File: src/rtl/seven_segment_scanner.sv
// Multiplexed hex display driver: prescaled digit scan, PWM brightness and a
// frame-synchronous shadow/active register pair. Optional macro SEVEN_SEGMENT_LZB_EN enables leading-zero blanking.
module seven_segment_scanner #(
  parameter int NUM_DIGITS = 4,
  parameter int DIV_BITS   = 16,
  parameter int ACTIVE_LOW = 1
) (
  input  logic                    clock,
  input  logic                    reset,
  input  logic                    load,
  input  logic [4*NUM_DIGITS-1:0] digits_in,
  input  logic [NUM_DIGITS-1:0]   dp_in,
  input  logic [3:0]              brightness,
  output logic [NUM_DIGITS-1:0]   anode_signals,
  output logic [6:0]              display_out,
  output logic                    dp_out,
  output logic                    update_pending
);

  localparam int IDX_W = $clog2(NUM_DIGITS);
  localparam logic [IDX_W-1:0] LAST_IDX = IDX_W'(NUM_DIGITS - 1);
  localparam logic POL = (ACTIVE_LOW != 0);

  logic [DIV_BITS-1:0]     prescaler;
  logic [IDX_W-1:0]        digit_idx;
  logic                    slot_tick;
  logic                    commit_tick;
  logic [4*NUM_DIGITS-1:0] shadow_digits;
  logic [NUM_DIGITS-1:0]   shadow_dp;
  logic [4*NUM_DIGITS-1:0] active_digits;
  logic [NUM_DIGITS-1:0]   active_dp;
  logic                    run;

  logic [3:0]              nibble;
  logic                    lit;
  logic                    blank;
  logic [NUM_DIGITS-1:0]   anode_hi;
  logic [6:0]              seg_hi;
  logic                    dp_hi;

  function automatic logic [6:0] decode(input logic [3:0] n);
    case (n)
      4'h0: decode = 7'b1111110;
      4'h1: decode = 7'b0110000;
      4'h2: decode = 7'b1101101;
      4'h3: decode = 7'b1111001;
      4'h4: decode = 7'b0110011;
      4'h5: decode = 7'b1011011;
      4'h6: decode = 7'b1011111;
      4'h7: decode = 7'b1110000;
      4'h8: decode = 7'b1111111;
      4'h9: decode = 7'b1111011;
      4'hA: decode = 7'b1110111;
      4'hB: decode = 7'b0011111;
      4'hC: decode = 7'b1001110;
      4'hD: decode = 7'b0111101;
      4'hE: decode = 7'b1001111;
      default: decode = 7'b1000111;
    endcase
  endfunction

  assign slot_tick   = &prescaler;
  assign commit_tick = slot_tick && (digit_idx == LAST_IDX);

  always_ff @(posedge clock) begin
    if (!reset) begin
      prescaler <= '0;
      digit_idx <= '0;
    end else begin
      prescaler <= prescaler + 1'b1;
      if (slot_tick)
        digit_idx <= (digit_idx == LAST_IDX) ? '0 : digit_idx + 1'b1;
    end
  end

  // A load landing on the commit tick bypasses the shadow so it shows next frame.
  always_ff @(posedge clock) begin
    if (!reset) begin
      shadow_digits  <= '0;
      shadow_dp      <= '0;
      active_digits  <= '0;
      active_dp      <= '0;
      update_pending <= 1'b0;
    end else begin
      if (load) begin
        shadow_digits <= digits_in;
        shadow_dp     <= dp_in;
      end
      if (commit_tick) begin
        active_digits  <= load ? digits_in : shadow_digits;
        active_dp      <= load ? dp_in : shadow_dp;
        update_pending <= 1'b0;
      end else if (load) begin
        update_pending <= 1'b1;
      end
    end
  end

`ifdef SEVEN_SEGMENT_LZB_EN
  logic [4*NUM_DIGITS-1:0] upper;
  always_comb begin
    upper = active_digits >> (4 * digit_idx);
    blank = (digit_idx != '0) && (upper == '0);
  end
`else
  assign blank = 1'b0;
`endif

  always_comb begin
    nibble   = active_digits[4*digit_idx +: 4];
    lit      = prescaler[DIV_BITS-1 -: 4] < brightness;
    anode_hi = '0;
    seg_hi   = '0;
    dp_hi    = 1'b0;
    if (!blank) begin
      if (lit)
        anode_hi = NUM_DIGITS'(1) << digit_idx;
      seg_hi = decode(nibble);
      dp_hi  = active_dp[digit_idx];
    end
  end

  // run holds outputs dark for the first cycle after reset release.
  always_ff @(posedge clock) begin
    if (!reset) begin
      run           <= 1'b0;
      anode_signals <= {NUM_DIGITS{POL}};
      display_out   <= {7{POL}};
      dp_out        <= POL;
    end else begin
      run <= 1'b1;
      if (run) begin
        anode_signals <= anode_hi ^ {NUM_DIGITS{POL}};
        display_out   <= seg_hi ^ {7{POL}};
        dp_out        <= dp_hi ^ POL;
      end else begin
        anode_signals <= {NUM_DIGITS{POL}};
        display_out   <= {7{POL}};
        dp_out        <= POL;
      end
    end
  end

endmodule

File: config.mk
export PLATFORM = sky130hd
export DESIGN_NAME = seven_segment_scanner
export DESIGN_NICKNAME = d
export VERILOG_FILES = /design/src/rtl/seven_segment_scanner.sv
export SDC_FILE = /design/constraint.sdc
export NUM_CORES = 1
export LEC_CHECK = 0
export CORE_MARGIN = 2
export CORE_UTILIZATION = 55
export CTS_CLUSTER_SIZE = 10
export DETAILED_ROUTE_END_ITERATION = 10
export PLACE_DENSITY = 0.84
export SYNTH_ARGS = -nofsm -noshare
export SYNTH_HDL_FRONTEND = slang
export SYNTH_SLANG_ARGS = --single-unit
File: constraint.sdc
create_clock -name clock -period 2.75 [get_ports clock]
set_input_delay 0.6875 -clock clock [delete_from_list [all_inputs] [get_ports clock]]
set_output_delay 0.6875 -clock clock [all_outputs]
set_load 0.1 [all_outputs]
After elaboration in Yosys (flattened, before gate mapping)
Memories as Yosys holds them, arrays and structs flattened.
Index checks and enable logic that the tools add are counted.

storage, ports and cells
  input port bits = 27
  bits in registers = 72
  output and inout port bits = 13
  memories kept = 1
  ROM bits = 112
  logic and storage cells = 34

cells by class
  bitwise logic cells = 4
  add/sub/neg operators = 2
  eq/ne operators = 1
  $lt $le $gt $ge = 2
  reductions and logical operators = 4
  multiplexer cells = 7
  shift operators = 2

memories
  name             words  width  read ports  clocked after Yosys merged registers in  write ports  RTL line  text
  (no name shown)  16     7      1           0                                        0            42        case (n)

operators by type and width
  kind                                                                           count
  16-bit by 1-bit adder with 16-bit output (second input constant)               1
  16-bit two-way mux                                                             1
  16-bit AND reduction                                                           1
  16-bit by 5-bit variable part select with 4-bit output                         1
  4-bit two-way mux                                                              2
  7-bit NOT                                                                      1
  4-bit less-than comparator                                                     1
  4-bit NOT                                                                      1
  1-bit by 2-bit << shifter with 4-bit output (first input constant)             1
  2-bit by 3-bit less-than comparator with 1-bit output (second input constant)  1
  2-bit by 1-bit adder with 2-bit output (second input constant)                 1
  1-bit binary-select mux with 2-bit select                                      1
  2-bit == test (second input constant)                                          1
  1-bit two-way mux                                                              2
  2-bit two-way mux                                                              1
  1-bit NOT                                                                      2
  2-bit AND reduction                                                            1
  2-bit OR reduction                                                             1
  1-bit logical AND                                                              1

Logic depth before layout (Yosys ltp)
  word-level depth = 3
  gate-level depth with buffers = 7
  mapped depth without buffers = 6

Worst setup path after synthesis
OpenSTA, ideal clock, no wires.

  kind = register to register
  start = register digit_idx[1]
  end = register display_out[3]
  path buffers = 1
  cell stages (with the launch flop) = 7
  data arrival time = 1821 ps
  required time = 2617 ps
  period minus slack after synthesis = 1953 ps
  slack = 797 ps
  library setup time = 133 ps
  path through = dfxtp_1 buf_2 mux4_2 ha_1 nor2b_1 a2111oi_1 a31oi_1

between the ends
  cells in the longest elaborated chain, start to end = 3

RTL lines
  item                                                    RTL line  text
  from (decl)                                             25        logic [IDX_W-1:0] digit_idx;
  from (signal assigned)                                  72        digit_idx <= (digit_idx == LAST_IDX) ? '0 : digit_idx + 1'b1;
  16-bit by 5-bit variable part select with 4-bit output  110       nibble = active_digits[4*digit_idx +: 4];
  memory read 16 x 7 bit                                  --
  7-bit NOT (no source line)                              --
  to (signal assigned)                                    128       display_out <= {7{POL}};
  to (signal assigned)                                    134       display_out <= seg_hi ^ {7{POL}};
  to (signal assigned)                                    138       display_out <= {7{POL}};
  to (decl)                                               15        output logic [6:0] display_out,

Every way passes these cells.
A chain may end at the register's enable or synchronous reset.

Worst setup path after layout
Same ends and word-level chain as after synthesis.

==> results.md <==
- DP Area: 3540 um^2
- Synthesis-to-layout area growth: 18.8%
- Antenna violations before repair: 0
- Mux cell area share after synthesis: ~12%
- Tmin final: 2.13 ns
- Detailed Place HPWL: approximately 4000 um
- Worst vdd ir: 0.424 mV
- Layout cells sized above 1: roughly 11%
- Worst r2r dst: display_out[3]
- Reg2reg setup slack: between 0.6 and 0.7 ns
- Adder-cell area share of the yosys netlist: 5.57%
- Commonest non-fill, non-tap cell in the layout: dfxtp_1
- Worst rel slew slack: 51.9%
- Synth Area in XOR/XNOR: 2.50%
- Final worst-path cycle share: 77.5%
- CTS root buf: clkbuf_8
- Final Cell Area: ~3700 um^2
- Clk slew on worst S/H paths: around 0.07 ns
- Initial drt markers: 126
- DRC viols: 0
- Gr usage total: 19.7%
- I/O pins: 40
- Mean Syn Cell Area: roughly 9.6 um^2
- Hold Path Class: reg -> reg
- Setup CP Type: reg -> reg
- Startpoint types: flip-flop
- CTS tree: yes
- Final setup viols: 0
- Insertion delay to the later sink of the worst-skew pair: 0.34 ns
- Initial core utilization: 57.1%
- RSZ-0062 raised after global routing: false
- Via density: 5.32
- Core area: 5510 um^2
- Static Leak: 1.51 nW
- Post-synthesis sequential area ratio: 45.8%
- Die Y: 79.6 um
- Post-CTS Hold Buffers: 0
- Net Count, Synth: 370
- CTS buffer count: 9
- Drt first pass iters: 4
- Reg2reg start: digit_idx[1]
- Final Power: 0.00209 W
- Vias in the first global route: roughly 2,200
- Avg WL per Cell: approximately 13 um
- Die area: 6340 um^2
- Simple-gate share of the synthesized area: 21.7%
- Most frequent cells in the layout: dfxtp_1, nand2_1, mux2i_1
- Flops & latches, synth: 72
- Final core utilization: 67.9%
- Critical path required time: 2.97 ns
- Worst Skew: 0.00452 ns
- Post-synthesis compound-gate area fraction: 7.99%
- Global-route wire length before repair: about 9900 um
- Hold path startpoint: active_dp[0]
- CP arrival: 2.35 ns
- Max-slew violations: 0
- CTS Sinks: 72
- Synthesized instance count: 329
- Worst slack, placed: 0.598 ns
- Hold path endpoint: active_dp[0]
- Placer Congestion: about 0.84
- Largest net degree at the start of global routing: 25
- Row count: 27
- CTS Buffer Depth: 2
- Power Density: between 500 and 600 nW/um^2
- Diode count: 0
- Max-Cap Viols: 0
- Ys Warns: 0
- Routed wire length: 5790 um
- Final hold vios: 0
- Synth Cell Area: 3150 um^2
- Main combinational cell family by area after synthesis: simple AND/OR/NAND/NOR gates
- Die Width: roughly 80 um
- Worst reg2reg path depth: 5
- Status: finished, final reports clean
- Hold depth: 2
- Final setup TNS: 0 ns
- CP endpoint kind: flip-flop
- Vias after detailed routing: 2,345
- Worst-Margin Slew: a little over 0.7 ns
- Grt ovf: 0
- Worst-path maximum fanout: 9
- Post-CTS Setup Bufs: 0
- Final worst slack: 0.620 ns
- IO buf count: 39
- Final antenna-violating net count: 0
- CTS H-tree depth: 3
- Nets: a little over 400
- Maximum clock rate: 469 MHz
- Post_cts resized: 0
- Yosys cell types: 34
-- state kept, by name, indices dropped and copies added (netlist names) --
signal / count
active_digits: 16
prescaler: 16
shadow_digits: 16
display_out: 7
active_dp: 4
anode_signals: 4
shadow_dp: 4
digit_idx: 2
dp_out: 1
run: 1
update_pending: 1
-- how the worst max path moves through the flow --
stage,end,slack (ns),cells past startpoint,startpoint
after detailed placement,anode_signals[0],0.60,6,brightness[1]
after floorplan,display_out[3],0.80,6,digit_idx[1]
final,display_out[3],0.62,5,digit_idx[1]
after global routing,display_out[3],0.43,5,digit_idx[1]
after global placement,anode_signals[3],0.65,6,brightness[1]
after CTS,display_out[3],0.62,5,digit_idx[1]
-- power by group --
group | switching, W | internal, W | total (W) | leakage, nW
combinational | 0.000102 | 0.0000748 | 0.000177 | 0.821
sequential | 0.0000106 | 0.00107 | 0.00108 | 0.588
clock | 0.000368 | 0.000466 | 0.000834 | 0.103
total | 0.000480 | 0.00161 | 0.00209 | 1.51
-- area by class of cell --
| class | count | area, um^2 |
|---|---|---|
| repair buffers | 46 | 405 |
| well taps | 72 | 90.1 |
| fillers | 438 | 1770 |
| clock buffers | 13 | 159 |
| multi-input cells | 226 | 1570 |
| flip-flops and latches | 72 | 1440 |
| inverters | 9 | 33.8 |
| clock inverters | 3 | 40.0 |
-- Yosys cell counts --
library cell   n  area, um^2
and4_1         1        8.76
mux2i_1       27         270
o221ai_1       1        8.76
a21oi_1        5        25.0
xor2_1         4        35.0
or3_1          1        6.26
clkbuf_1      12        45.0
nor3_2         1        10.0
nor3_1         3        15.0
and2_1        11        68.8
nand3_1        7        35.0
a21o_1         1        7.51
inv_1          9        33.8
a21boi_1       1        7.51
and3_1         3        18.8
nor2_1         7        26.3
mux4_2         5         113
nor4_2         1        12.5
xnor2_1        5        43.8
a2111oi_1      1        10.0
buf_2          9        45.0
a31oi_1        3        18.8
nand4_1       23         144
nor2b_1       22         138
o211ai_1       5        37.5
dfxtp_1       72        1440
o21ai_0        2        10.0
o21ai_1       24         120
o22ai_1        1        6.26
nand2b_1       7        43.8
nand2_1       39         146
and3b_1        1        8.76
buf_6          1        11.3
ha_1          14         175
-- worst max-delay path, stage by stage, from the launching register on --
cell and delay (ns):
dfxtp_1 0.55, mux4_2 0.62, ha_1 0.29, nor2b_1 0.15, a2111oi_1 0.32, a31oi_1 0.08
-- layer usage --
layer | routed length, um | vias to the layer above | global-route usage (%)
li1 | - | 1211 | -
met1 | 2700 | 1071 | 25.2
met2 | 2720 | 50 | 31.9
met3 | 217 | 13 | 3.51
met4 | 155 | 0 | 10.3
met5 | 0 | - | 0
-- kinds of logic (layout without fill, tap and decap cells) --
logic type | count (synthesis) | after routing
buf+inv | 31 | 71
compound gates | 44 | 44
fa+ha+maj | 14 | 14
flops | 72 | 72
xor+xnor | 9 | 9
simple gates | 127 | 127
mux | 32 | 32
-- metrics by stage --
| step | instances | hold WS (ns) |
|---|---|---|
| CTS | 441 | 0.457 |
| finish | 441 | 0.457 |
| global route | 441 | 0.478 |
| detailed placement | 425 | 0.444 |
| floorplan | 329 | 0.425 |
| global placement | 425 | 0.438 |
Power figures use the tool's default switching activity.
